**src/rtl/ram_pkg.sv**
```systemverilog
// Shared constants and the masked-merge helper for the register bank.
package ram_pkg;

   localparam int unsigned DEF_WIDTH = 8;
   localparam int unsigned DEF_DEPTH = 4;

   // Widest word the merge helper supports.
   localparam int unsigned MAX_W = 64;

   // Keep old bits where mask is 0 and take data bits where mask is 1.
   function automatic logic [MAX_W-1:0] merge_word(
      input logic [MAX_W-1:0] old_w,
      input logic [MAX_W-1:0] data,
      input logic [MAX_W-1:0] mask
   );
      return (old_w & ~mask) | (data & mask);
   endfunction

endpackage

```
**src/rtl/reg_word.sv**
```systemverilog
// One storage row: WIDTH flops plus a written flag, with masked load and clear.
module reg_word
   import ram_pkg::*;
#(
   parameter int unsigned WIDTH = DEF_WIDTH
) (
   input  logic             Clk,
   input  logic             Reset,
   input  logic             i_clear,
   input  logic             i_we,
   input  logic [WIDTH-1:0] i_data,
   input  logic [WIDTH-1:0] i_mask,
   output logic [WIDTH-1:0] o_word_nxt_c,
   output logic             o_flag_nxt_c
);

   logic [WIDTH-1:0] r_word;
   logic             r_flag;
   logic [WIDTH-1:0] w_word_nxt;
   logic             w_flag_nxt;

   // Post-clear/post-write value; also exposed for write-first reads.
   always_comb begin
      w_word_nxt = r_word;
      w_flag_nxt = r_flag;
      if (i_clear) begin
         w_word_nxt = '0;
         w_flag_nxt = 1'b0;
      end else if (i_we && (i_mask != '0)) begin
         w_word_nxt = WIDTH'(merge_word(MAX_W'(r_word), MAX_W'(i_data), MAX_W'(i_mask)));
         w_flag_nxt = 1'b1;
      end
   end

   // Row state register with synchronous reset.
   always_ff @(posedge Clk) begin
      if (Reset) begin
         r_word <= '0;
         r_flag <= 1'b0;
      end else begin
         r_word <= w_word_nxt;
         r_flag <= w_flag_nxt;
      end
   end

   assign o_word_nxt_c = w_word_nxt;
   assign o_flag_nxt_c = w_flag_nxt;

endmodule

```
**src/rtl/reg_word_bank.sv**
```systemverilog
// DEPTH x WIDTH register bank: masked write port, registered write-first read port.
module reg_word_bank
   import ram_pkg::*;
#(
   parameter int unsigned WIDTH  = DEF_WIDTH,
   parameter int unsigned DEPTH  = DEF_DEPTH,
   parameter int unsigned ADDR_W = $clog2(DEPTH)
) (
   input  logic              Clk,
   input  logic              Reset,
   input  logic              Clear,
   input  logic              WrEn,
   input  logic [ADDR_W-1:0] WrAddr,
   input  logic [WIDTH-1:0]  WrData,
   input  logic [WIDTH-1:0]  WrMask,
   input  logic              RdEn,
   input  logic [ADDR_W-1:0] RdAddr,
   output logic [WIDTH-1:0]  RdData,
   output logic              RdValid,
   output logic              RdHit
);

   logic [WIDTH-1:0] w_word_nxt [DEPTH];
   logic             w_flag_nxt [DEPTH];
   logic             w_we       [DEPTH];
   logic [WIDTH-1:0] w_rd_word;
   logic             w_rd_flag;

   logic [WIDTH-1:0] r_rd_data;
   logic             r_rd_valid;
   logic             r_rd_hit;

   // Row array; an out-of-range write address matches no row and is ignored.
   for (genvar g = 0; g < DEPTH; g++) begin : g_row
      assign w_we[g] = WrEn && (WrAddr == ADDR_W'(g));

      reg_word #(
         .WIDTH (WIDTH)
      ) u_row (
         .Clk          (Clk),
         .Reset        (Reset),
         .i_clear      (Clear),
         .i_we         (w_we[g]),
         .i_data       (WrData),
         .i_mask       (WrMask),
         .o_word_nxt_c (w_word_nxt[g]),
         .o_flag_nxt_c (w_flag_nxt[g])
      );
   end

   // Read mux over post-write state; out-of-range reads return zero/miss.
   always_comb begin
      w_rd_word = '0;
      w_rd_flag = 1'b0;
      for (int unsigned i = 0; i < DEPTH; i++) begin
         if (RdAddr == ADDR_W'(i)) begin
            w_rd_word = w_word_nxt[i];
            w_rd_flag = w_flag_nxt[i];
         end
      end
   end

   // Read output registers; data and hit hold when no read is issued.
   always_ff @(posedge Clk) begin
      if (Reset) begin
         r_rd_data  <= '0;
         r_rd_valid <= 1'b0;
         r_rd_hit   <= 1'b0;
      end else begin
         r_rd_valid <= RdEn;
         if (RdEn) begin
            r_rd_data <= w_rd_word;
            r_rd_hit  <= w_rd_flag;
         end
      end
   end

   assign RdData  = r_rd_data;
   assign RdValid = r_rd_valid;
   assign RdHit   = r_rd_hit;

endmodule

```
**config.mk**
```make
export PLATFORM = sky130hd
export DESIGN_NAME = reg_word_bank
export DESIGN_NICKNAME = d
export VERILOG_FILES = /design/src/rtl/ram_pkg.sv /design/src/rtl/reg_word.sv /design/src/rtl/reg_word_bank.sv
export SDC_FILE = /design/constraint.sdc
export NUM_CORES = 1
export LEC_CHECK = 0
export ABC_AREA = 1
export BUFFER_PORTS_ARGS = -buffer_cell sky130_fd_sc_hd__buf_2
export CAP_MARGIN = 20
export CORE_AREA = 4 4 72 74
export DETAILED_ROUTE_END_ITERATION = 10
export DIE_AREA = 0 0 76 78
export PLACE_DENSITY = 0.77
export SLEW_MARGIN = 30
export SYNTH_ARGS = -nofsm -noshare
export SYNTH_HDL_FRONTEND = slang
export SYNTH_SLANG_ARGS = --single-unit
```
**constraint.sdc**
```tcl
create_clock -name Clk -period 1.32 [get_ports Clk]
set_input_delay 0.066 -clock Clk [delete_from_list [all_inputs] [get_ports Clk]]
set_output_delay 0.066 -clock Clk [all_outputs]
set_load 0.05 [all_outputs]
```
* Word-level counts from Yosys, hierarchy flattened
Cells that the tools add are included.
** Storage, ports and cells
- Register bits after elaboration :: 46
- Input bits :: 25
- Output and inout port bits :: 10
- Logic and storage cells :: 62
** Cells by class
- Eq/ne operators :: 6
- Mux-type cells :: 24
- Bitwise operators :: 10
- Reduce and logical (&&, ||, !) cells :: 11
** Operator list (number)
- $mux 8 :: 12
- $and 8x8->8 :: 5
- $or 8x8->8 :: 4
- $mux 1 :: 12
- $eq 2x2->1 const B :: 4
- $logic_and 1x1->1 :: 8
- $not 8->8 :: 1
- $reduce_bool 8->1 :: 1
- $eq 2x1->1 const B :: 2
- $logic_not 2->1 :: 2

* Logic depth before layout (Yosys ltp)
Gate-level depths: netlist of run 1.
- Depth after elaboration :: 9
- Gate-level depth with buffers :: 13
- Mapped depth without buffers :: 13

* By module
Synthesis of run 1 repeated with hierarchy kept, for this count alone.
** Second synthesis, totals
- Cell total of the unflattened synthesis :: 519
- Area total of the unflattened synthesis :: 2969.1 um^2
** Modules (own cells, without submodules)
- reg_word :: times used 4, cells each 103, area an instance 579.3 um^2, sequential area each 180.2 um^2
- reg_word_bank :: times used 1, cells each 107, area an instance 651.9 um^2, sequential area each 200.2 um^2

* Worst setup path before layout of run 1
Ideal clock, no wire load.
- Path kind :: in2reg
- Start point :: input WrEn
- End point :: register r_rd_data[1], in the netlist RdData[1]
- Setup time :: 117 ps
- Data arrival time :: 1056 ps
- Required time :: 1203 ps
- Slack :: 147 ps
- Stages on the path :: 9
- Buffers on the path :: 0
- Path through :: inv_1 > nor3_4 > nand2_2 > o21ai_0 > o21ai_1 > nand3_1 > nand2_1 > nor2_1 > nor2_1
** On the way
- Cells in the longest elaborated chain, start to end :: 8
- Elaborated cells on any way between the ends :: 20
- Those cells by class :: mux: 12; reduce/logical: 8
** RTL lines
- start: declaration :: RTL line reg_word_bank.sv:12 : input logic WrEn,
- $logic_and 1x1->1 :: RTL line reg_word_bank.sv:35 : assign w_we[g] = WrEn && (WrAddr == ADDR_W'(g));
- $logic_and 1x1->1 :: RTL line reg_word.sv:29 : end else if (i_we && (i_mask != '0)) begin
- $mux 8 :: RTL line reg_word.sv:29
- $mux 8 :: RTL line reg_word.sv:26 : if (i_clear) begin
- $mux 8 (3 in a row) :: RTL line reg_word_bank.sv:56 : if (RdAddr == ADDR_W'(i)) begin
- $mux 8 (*) :: RTL line reg_word_bank.sv:56
- end signal: assignment :: RTL line reg_word_bank.sv:72 : r_rd_data <= w_rd_word;
- end: declaration :: RTL line reg_word_bank.sv:29 : logic [WIDTH-1:0] r_rd_data;
Mark *: on every way between the ends. The rest lies on a longest branch, timed or not.
A chain may end at the register's enable or synchronous reset.

* Worst setup path after layout of run 1
- Start point :: input WrMask[1]
- End point :: register r_rd_data[7], in the netlist RdData[7]
** On the way
- Cells in the longest elaborated chain, start to end :: 8
- Elaborated cells on any way between the ends :: 17
- Those cells by class :: mux: 12; reduce/logical: 5
** RTL lines
- start: declaration :: RTL line reg_word_bank.sv:15 : input logic [WIDTH-1:0] WrMask,
- $reduce_bool 8->1 (*) :: RTL line reg_word.sv:29
- $logic_and 1x1->1 :: RTL line reg_word.sv:29
- $mux 8 :: RTL line reg_word.sv:29
- $mux 8 :: RTL line reg_word.sv:26
- $mux 8 (3 in a row) :: RTL line reg_word_bank.sv:56
- $mux 8 (*) :: RTL line reg_word_bank.sv:56
Marks and branches as above.

==> results of run 1 <==
-- through the flow --
stage          hold WS (ns)  power (mW)
6_report            0.05527       2.767
5_1_grt              0.1191       2.908
4_1_cts             0.05755       2.785
3_5_place_dp         0.3765       1.959
3_3_place_gp         0.3597       1.954
2_1_floorplan        0.2114       1.762
-- power groups by stage --
stage	registers, mW	clock network (mW)	logic (mW)
floorplan	1.51	0	0.256
global placement	1.46	0	0.498
detailed placement	1.46	0	0.502
CTS	1.42	0.856	0.505
global route	1.43	0.924	0.557
finish	1.42	0.838	0.505
-- layout make-up --
| class | instances | area share |
|---|---|---|
| tap | 54 | 0.02195 |
| clock inverter | 1 | 0.002439 |
| clock buffer | 6 | 0.02358 |
| inverter | 33 | 0.04024 |
| timing repair buffer | 71 | 0.1577 |
| sequential | 46 | 0.2992 |
| multi-input combinational | 301 | 0.4549 |
-- flip-flops by register name (all words and copies together) (netlist names) --
| register | flops |
|---|---|
| RdValid | 1 |
| g_row.u_row.r_word | 32 |
| g_row.u_row.r_flag | 4 |
| RdHit | 1 |
| RdData | 8 |
-- worst max-delay path by stage --
stage | from | to | cells past startpoint
2_1_floorplan | WrEn | RdData[1] | 9
6_report | WrMask[1] | RdData[7] | 14
3_5_place_dp | WrMask[1] | RdData[7] | 14
4_1_cts | WrMask[1] | RdData[7] | 14
5_1_grt | WrMask[1] | RdData[6] | 14
3_3_place_gp | WrMask[1] | RdData[6] | 14
-- per-layer routing --
layer | vias up | global-route usage
li1 | 1372 | -
met1 | 1173 | 0.2826
met2 | 85 | 0.4135
met3 | 23 | 0.04176
met4 | 0 | 0.1121
met5 | - | 0
-- layout by cell type (no fill, tap or decap) --
cell	netlist	final
nand2_1	155	155
dfxtp_1	46	46
nor2_1	38	38
buf_2	1	34
buf_4	1	34
nand3_1	33	33
inv_1	26	26
a21oi_1	25	25
o21ai_1	10	10
a21oi_2	9	9
o21ai_2	8	8
nor3b_1	8	8
clkbuf_8	0	5
inv_2	4	4
o21ai_0	4	4
clkinv_1	3	3
buf_12	0	3
nand2_4	2	2
nand2_2	2	2
nor3_4	2	2
nor2_2	1	1
nor2_4	1	1
nand4_1	1	1
o21bai_1	1	1
a21boi_0	1	1
clkbuf_1	9	1
clkinvlp_4	0	1
-- critical path: stages --
cell and delay (ns):
buf_2 0.12, nor2_1 0.15, nand2_1 0.13, inv_2 0.08, nand2_4 0.07, nand2_2 0.20
nand2_1 0.08, nand2_1 0.06, nand2_1 0.07, nand2_1 0.07, nand2_1 0.07, nand2_1 0.06
nand2_1 0.06, a21oi_2 0.13
-- cells by family (layout without fill, tap and decap cells) --
logic type,count (synthesis),in the layout,share of synthesized area
AOI/OAI and AO/OA,58,58,0.1424
DFF,46,46,0.3653
and+or+nand+nor,243,243,0.4129
buffers and inverters,48,111,0.07940
==> flow_summary.yaml, run 1 <==
routing:
  ant_nets: 0
  via_count: 2653
  dr_wl_met3_um: 359
  drt_first_pass_iters: 5
  wire_per_inst_um: 13.17
  dr.max_layer_used: "met4"
  vias_per_cell: 5.182
  drc: 0
  postRouteWirelength_mm: 6.741
  wl_met2_mm: 3.292
  drtIter0Drc: 196
  wl_met1_mm: 2.908
die:
  fp.dieH_um: 78
  core_area_um2: 4598
  dieArea_um2: 5928
  die_w_um: 76
  num_rows: 25
  ios: 35
  start_util: 0.5483
critical_path:
  r2r_slack_ns: 0.18
  reg2reg_from: "g_row[0].u_row.r_word[7]"
  reg2regPathDepth: 10
  critPathRequiredTime_ns: 1.56
  arrival_ns: 1.42
  end_kind: "flip-flop"
  worstSetupStartpointType: "input pin"
  worst-path-max-fanout: 10
  timing.rr.end: "RdData[7]"
  critPathKind: "input pin to flip-flop"
clock_tree:
  clk_latency_ns: 0.30
  postCtsHoldBufs: 0
  ctsHtreeMaxLevel: 2
  clockRootBuffer: "clkbuf_8"
  cts_buffers: 5
  post_cts_buffers: 0
  cts_num_sinks: 46
  cts_tree: "built"
  post_cts_resized: 0
  clock_path_buffers: 2
  clk_pin_slew_ns: 0.08
yosys:
  yosys_warnings: 0
  yosysSeqAreaShare: 0.3653
  synth_edf_count: 0
  synth.avg_cell_area_um2: 6.383
  synth_ff_type: "dfxtp_1"
  syn_area_um2: 2521
  synth_nets: 420
  synth.top_cell.area_share: 0.3653
  yosysMostFrequentCell: "nand2_1"
  synth_top_area_cell: "dfxtp_1"
  ys_types: 26
  yosys-top-cells-count: "155 x nand2_1, 46 x dfxtp_1, 38 x nor2_1"
  syn-instance-count: 395
  async_flop_share: 0
  ys_seq_elements: 46
  ys_top_cells_by_area: "dfxtp_1 37%, nand2_1 23%, nand3_1 6.6%"
grt:
  grtUsageTotal: 0.2382
  antenna_found_initial: 0
  grt_pass1_wl_mm: 11.43
  grt_pass1_vias: 2525
  grt_max_degree: 47
  grt-ovfl-total: 0
place:
  dp_hpwl_mm: 4.760
  place_ws_ns: -0.1798
  place_congestion: 0.8899
  place_inst: 505
  portBuffers: 34
  placed_area_um2: 2998
cells_and_area:
  final_area_um2: 3078
  antenna_cells: 0
  syn_to_final_growth_pct: 22.08
  drive_above_1_share: 0.2314
  multiInputGateArea_um2: 1400
  register_area_um2: 920.9
  fillers: 421
  final_cell_count_no_fill: 512
  nets: 483
  final_util: 0.6694
power:
  p_comb_frac: 0.182
  switchingPower_mw: 0.8150
  p_seq_frac: 0.515
  powerDensity_nw_per_um2: 899.0
  power.internal_mw: 1.952
  leakage_nw: 1.488
  ir_worst_vdd_v: 0.0005712
  swShare: 0.2945
  clockPowerShare: 0.303
timing:
  period_minus_slack_ns: 1.178
  drv_slew: 0
  rsz0062_at_grt: "false"
  finalSetupTns_ns: 0
  fin_crit_sh: 0.8923
  slew_headroom: 0.7999
  worstMarginPinSlew_ns: 0.2983
  clock_skew_ns: 0.005157
  clock.fmax_mhz: 849.0
  setup_violations: 0
  hold_viol_final: 0
  worst_slack_ns: 0.1421
min_path:
  min-delay-start: "RdEn"
  hold_path_class: "input pin to flip-flop"
  hold_path_depth: 3
  min_to: "RdData[1]"
flow_run:
  cap_violations: 0
status:
  outcome: "complete, no violations"
Note: power is estimated with default switching activity, not from simulation.
==> run 2, diff against run 1 <==
- ABC_AREA: 1 -> unset
- CORE_AREA: 4 4 72 74 -> 4 4 71 73
- DIE_AREA: 0 0 76 78 -> 0 0 75 77
==> run 2 against run 1 <==
Compared with the run above: core utilization decreased by 0.73 points; routed wire length decreased by 17%; first-iteration DRC count decreased by 17%; combinational power decreased by 5.9%; sequential power about the same; register-to-register slack got worse by 0.13 ns; total power increased by 13%; worst hold slack improved by 0.0099 ns; clock skew about the same; critical endpoint is now RdHit; highest routed layer unchanged.
==> flow_summary.yaml, run 2 <==
clock_tree:
  clk_pin_slew_ns: 0.09
  clk_latency_ns: 0.30
  post_cts_resized: 0
  cts_num_sinks: 46
  postCtsHoldBufs: 0
  cts_tree: "built"
  clock_path_buffers: 2
  cts_buffers: 5
  clockRootBuffer: "clkbuf_8"
  ctsHtreeMaxLevel: 2
  post_cts_buffers: 0
power:
  leakage_nw: 1.274
  ir_worst_vdd_v: 0.0005652
  finalPower_mw: 3.134
  powerDensity_nw_per_um2: 1087
yosys:
  syn_area_um2: 2444
  synth_xor_xnor_area_share: 0.003584
  synth_nets: 282
  ys_types: 48
  yosys_warnings: 0
  synth_compound_area_frac: 0.1603
  synth.avg_cell_area_um2: 9.508
  synth_ff_type: "dfxtp_1"
  synthMuxAreaShare: 0.1362
  ys_seq_elements: 46
  ys_top_cells_by_area: "dfxtp_1 38%, mux2i_1 13%, nand4b_1 5.7%"
  async_flop_share: 0
  yosysSeqAreaShare: 0.3769
  synth_edf_count: 0
  yosysMostFrequentCell: "dfxtp_1"
  synth_top_area_cell: "dfxtp_1"
  synth_top_family_by_area: "simple AND/OR/NAND/NOR gates"
  synthSimpleGateAreaFrac: 0.2453
  syn-instance-count: 257
  yosys-top-cells-count: "46 x dfxtp_1, 36 x nor2_1, 31 x mux2i_1"
  synth.top_cell.area_share: 0.3769
  synth_adder_area_share: 0
timing:
  rsz0062_at_grt: "false"
  fin_crit_sh: 0.9585
  setup_violations: 0
  clock_skew_ns: 0.005156
  hold_viol_final: 0
  period_minus_slack_ns: 1.265
  worstMarginPinSlew_ns: 0.4461
  slew_headroom: 0.7026
  clock.fmax_mhz: 790.4
  drv_slew: 0
status:
  outcome: "complete, no violations"
cells_and_area:
  antenna_cells: 0
  final_cell_mix: "45 x dfxtp_1, 36 x nor2_1, 34 x buf_2"
  largest_register_ffs: 32
  final_common_cell: "dfxtp_1"
  drive_above_1_share: 0.2951
  nets: 329
  fillers: 360
  syn_to_final_growth_pct: 17.97
  final_cell_count_no_fill: 357
  top_register: "g_row.u_row.r_word"
grt:
  grt_pass1_vias: 1937
  grt_pass1_wl_mm: 9.011
  grt-ovfl-total: 0
  grtUsageTotal: 0.1980
  grt_max_degree: 29
  antenna_found_initial: 0
routing:
  postRouteWirelength_mm: 5.599
  ant_nets: 0
  drt_first_pass_iters: 4
  vias_per_cell: 5.938
  via_count: 2120
  drc: 0
  wire_per_inst_um: 15.68
  drtIter0Drc: 163
critical_path:
  critPathRequiredTime_ns: 1.53
  end_kind: "flip-flop"
  worstSetupStartpointType: "flip-flop"
  arrival_ns: 1.47
  worst-path-max-fanout: 2
  critPathKind: "flip-flop to flip-flop"
die:
  core_area_um2: 4354
  dieArea_um2: 5775
  fp.dieH_um: 77
  die_w_um: 75
  num_rows: 24
  start_util: 0.5612
  ios: 35
flow_run:
  cap_violations: 0
place:
  dp_hpwl_mm: 4.073
  place_congestion: 0.8463
  portBuffers: 34
  place_inst: 349
min_path:
  hold_path_class: "input pin to flip-flop"
-- run 2: cell types whose count changed after synthesis, sizes merged, moves of 6 or more --
| cell | previous run | this run |
|---|---|---|
| o21ai | 22 | 6 |
| nand3 | 33 | 2 |
| nor3b | 8 | 2 |
| a21oi | 34 | 10 |
| buf | 6 | 15 |
| nand2 | 159 | 3 |
| and4bb | 0 | 6 |
| inv | 30 | 10 |
| nand4 | 1 | 10 |
| mux2i | 0 | 31 |
| nand4b | 0 | 16 |
| o21a | 0 | 7 |
-- run 2: report_power, final --
| part | total (mW) | internal (mW) | switching (mW) |
|---|---|---|---|
| logic | 0.475 | 0.192 | 0.283 |
| clock network | 1.24 | 0.758 | 0.479 |
| registers | 1.42 | 1.41 | 0.0121 |
-- run 2: final timing paths --
path / slack (ns) / end / depth (start not counted) / startpoint
setup / recovery: 0.05 / RdHit / 4 / g_row[0].u_row.r_flag
hold / removal: 0.07 / RdValid / 2 / Reset
setup reg to reg: 0.05 / RdHit / 4 / g_row[0].u_row.r_flag
hold reg to reg: 0.47 / g_row[0].u_row.r_flag / 1 / g_row[0].u_row.r_flag
-- run 2: layer usage --
metal,track usage,wire length [µm],up-vias
li1,-,-,1049
met5,0,0,-
met3,0.03791,289,12
met4,0.06762,98,0
met2,0.3127,2647,58
met1,0.2653,2564,1001
-- run 2: stage by stage --
stage | cell area [µm²] | TNS [ns] | hold WS [ns] | setup slack (ns) | util
3_5_place_dp | 2745 | -0.8970 | 0.3722 | -0.1721 | 0.6305
2_1_floorplan | 2447 | 0 | 0.2099 | 0.03207 | -
3_3_place_gp | 2745 | -0.5629 | 0.3667 | -0.1249 | 0.6305
4_1_cts | 2883 | 0 | 0.05694 | 0.04479 | 0.6621
5_1_grt | 2883 | 0 | 0.08176 | 0.009691 | 0.6621
6_report | 2883 | 0 | 0.06513 | 0.05479 | 0.6621
-- run 2: layout make-up --
class,instances,area (µm²),share of cell area
clock inverters,3,68.82,0.02387
multi-input cells,180,1333,0.4622
repair buffers,61,385.4,0.1337
flip-flops and latches,46,924.6,0.3207
inverters,10,37.54,0.01302
well taps,52,65.06,0.02257
clock buffers,5,68.82,0.02387
-- run 2: kinds of logic (layout without fill, tap and decap cells) --
kind of cell           Yosys count  count (layout)
AO/OA/AOI/OAI                   51              51
buffers and inverters           31              79
multiplexers                    33              33
flip-flops                      46              46
XOR/XNOR                         1               1
AND/OR/NAND/NOR                 95              95
-- run 2: worst max-delay path: stages, from the launching register on --
cell and delay [ns]:
dfxtp_1 0.34, or3b_2 0.44, nand4_1 0.14, a21oi_1 0.07, nor4_2 0.20
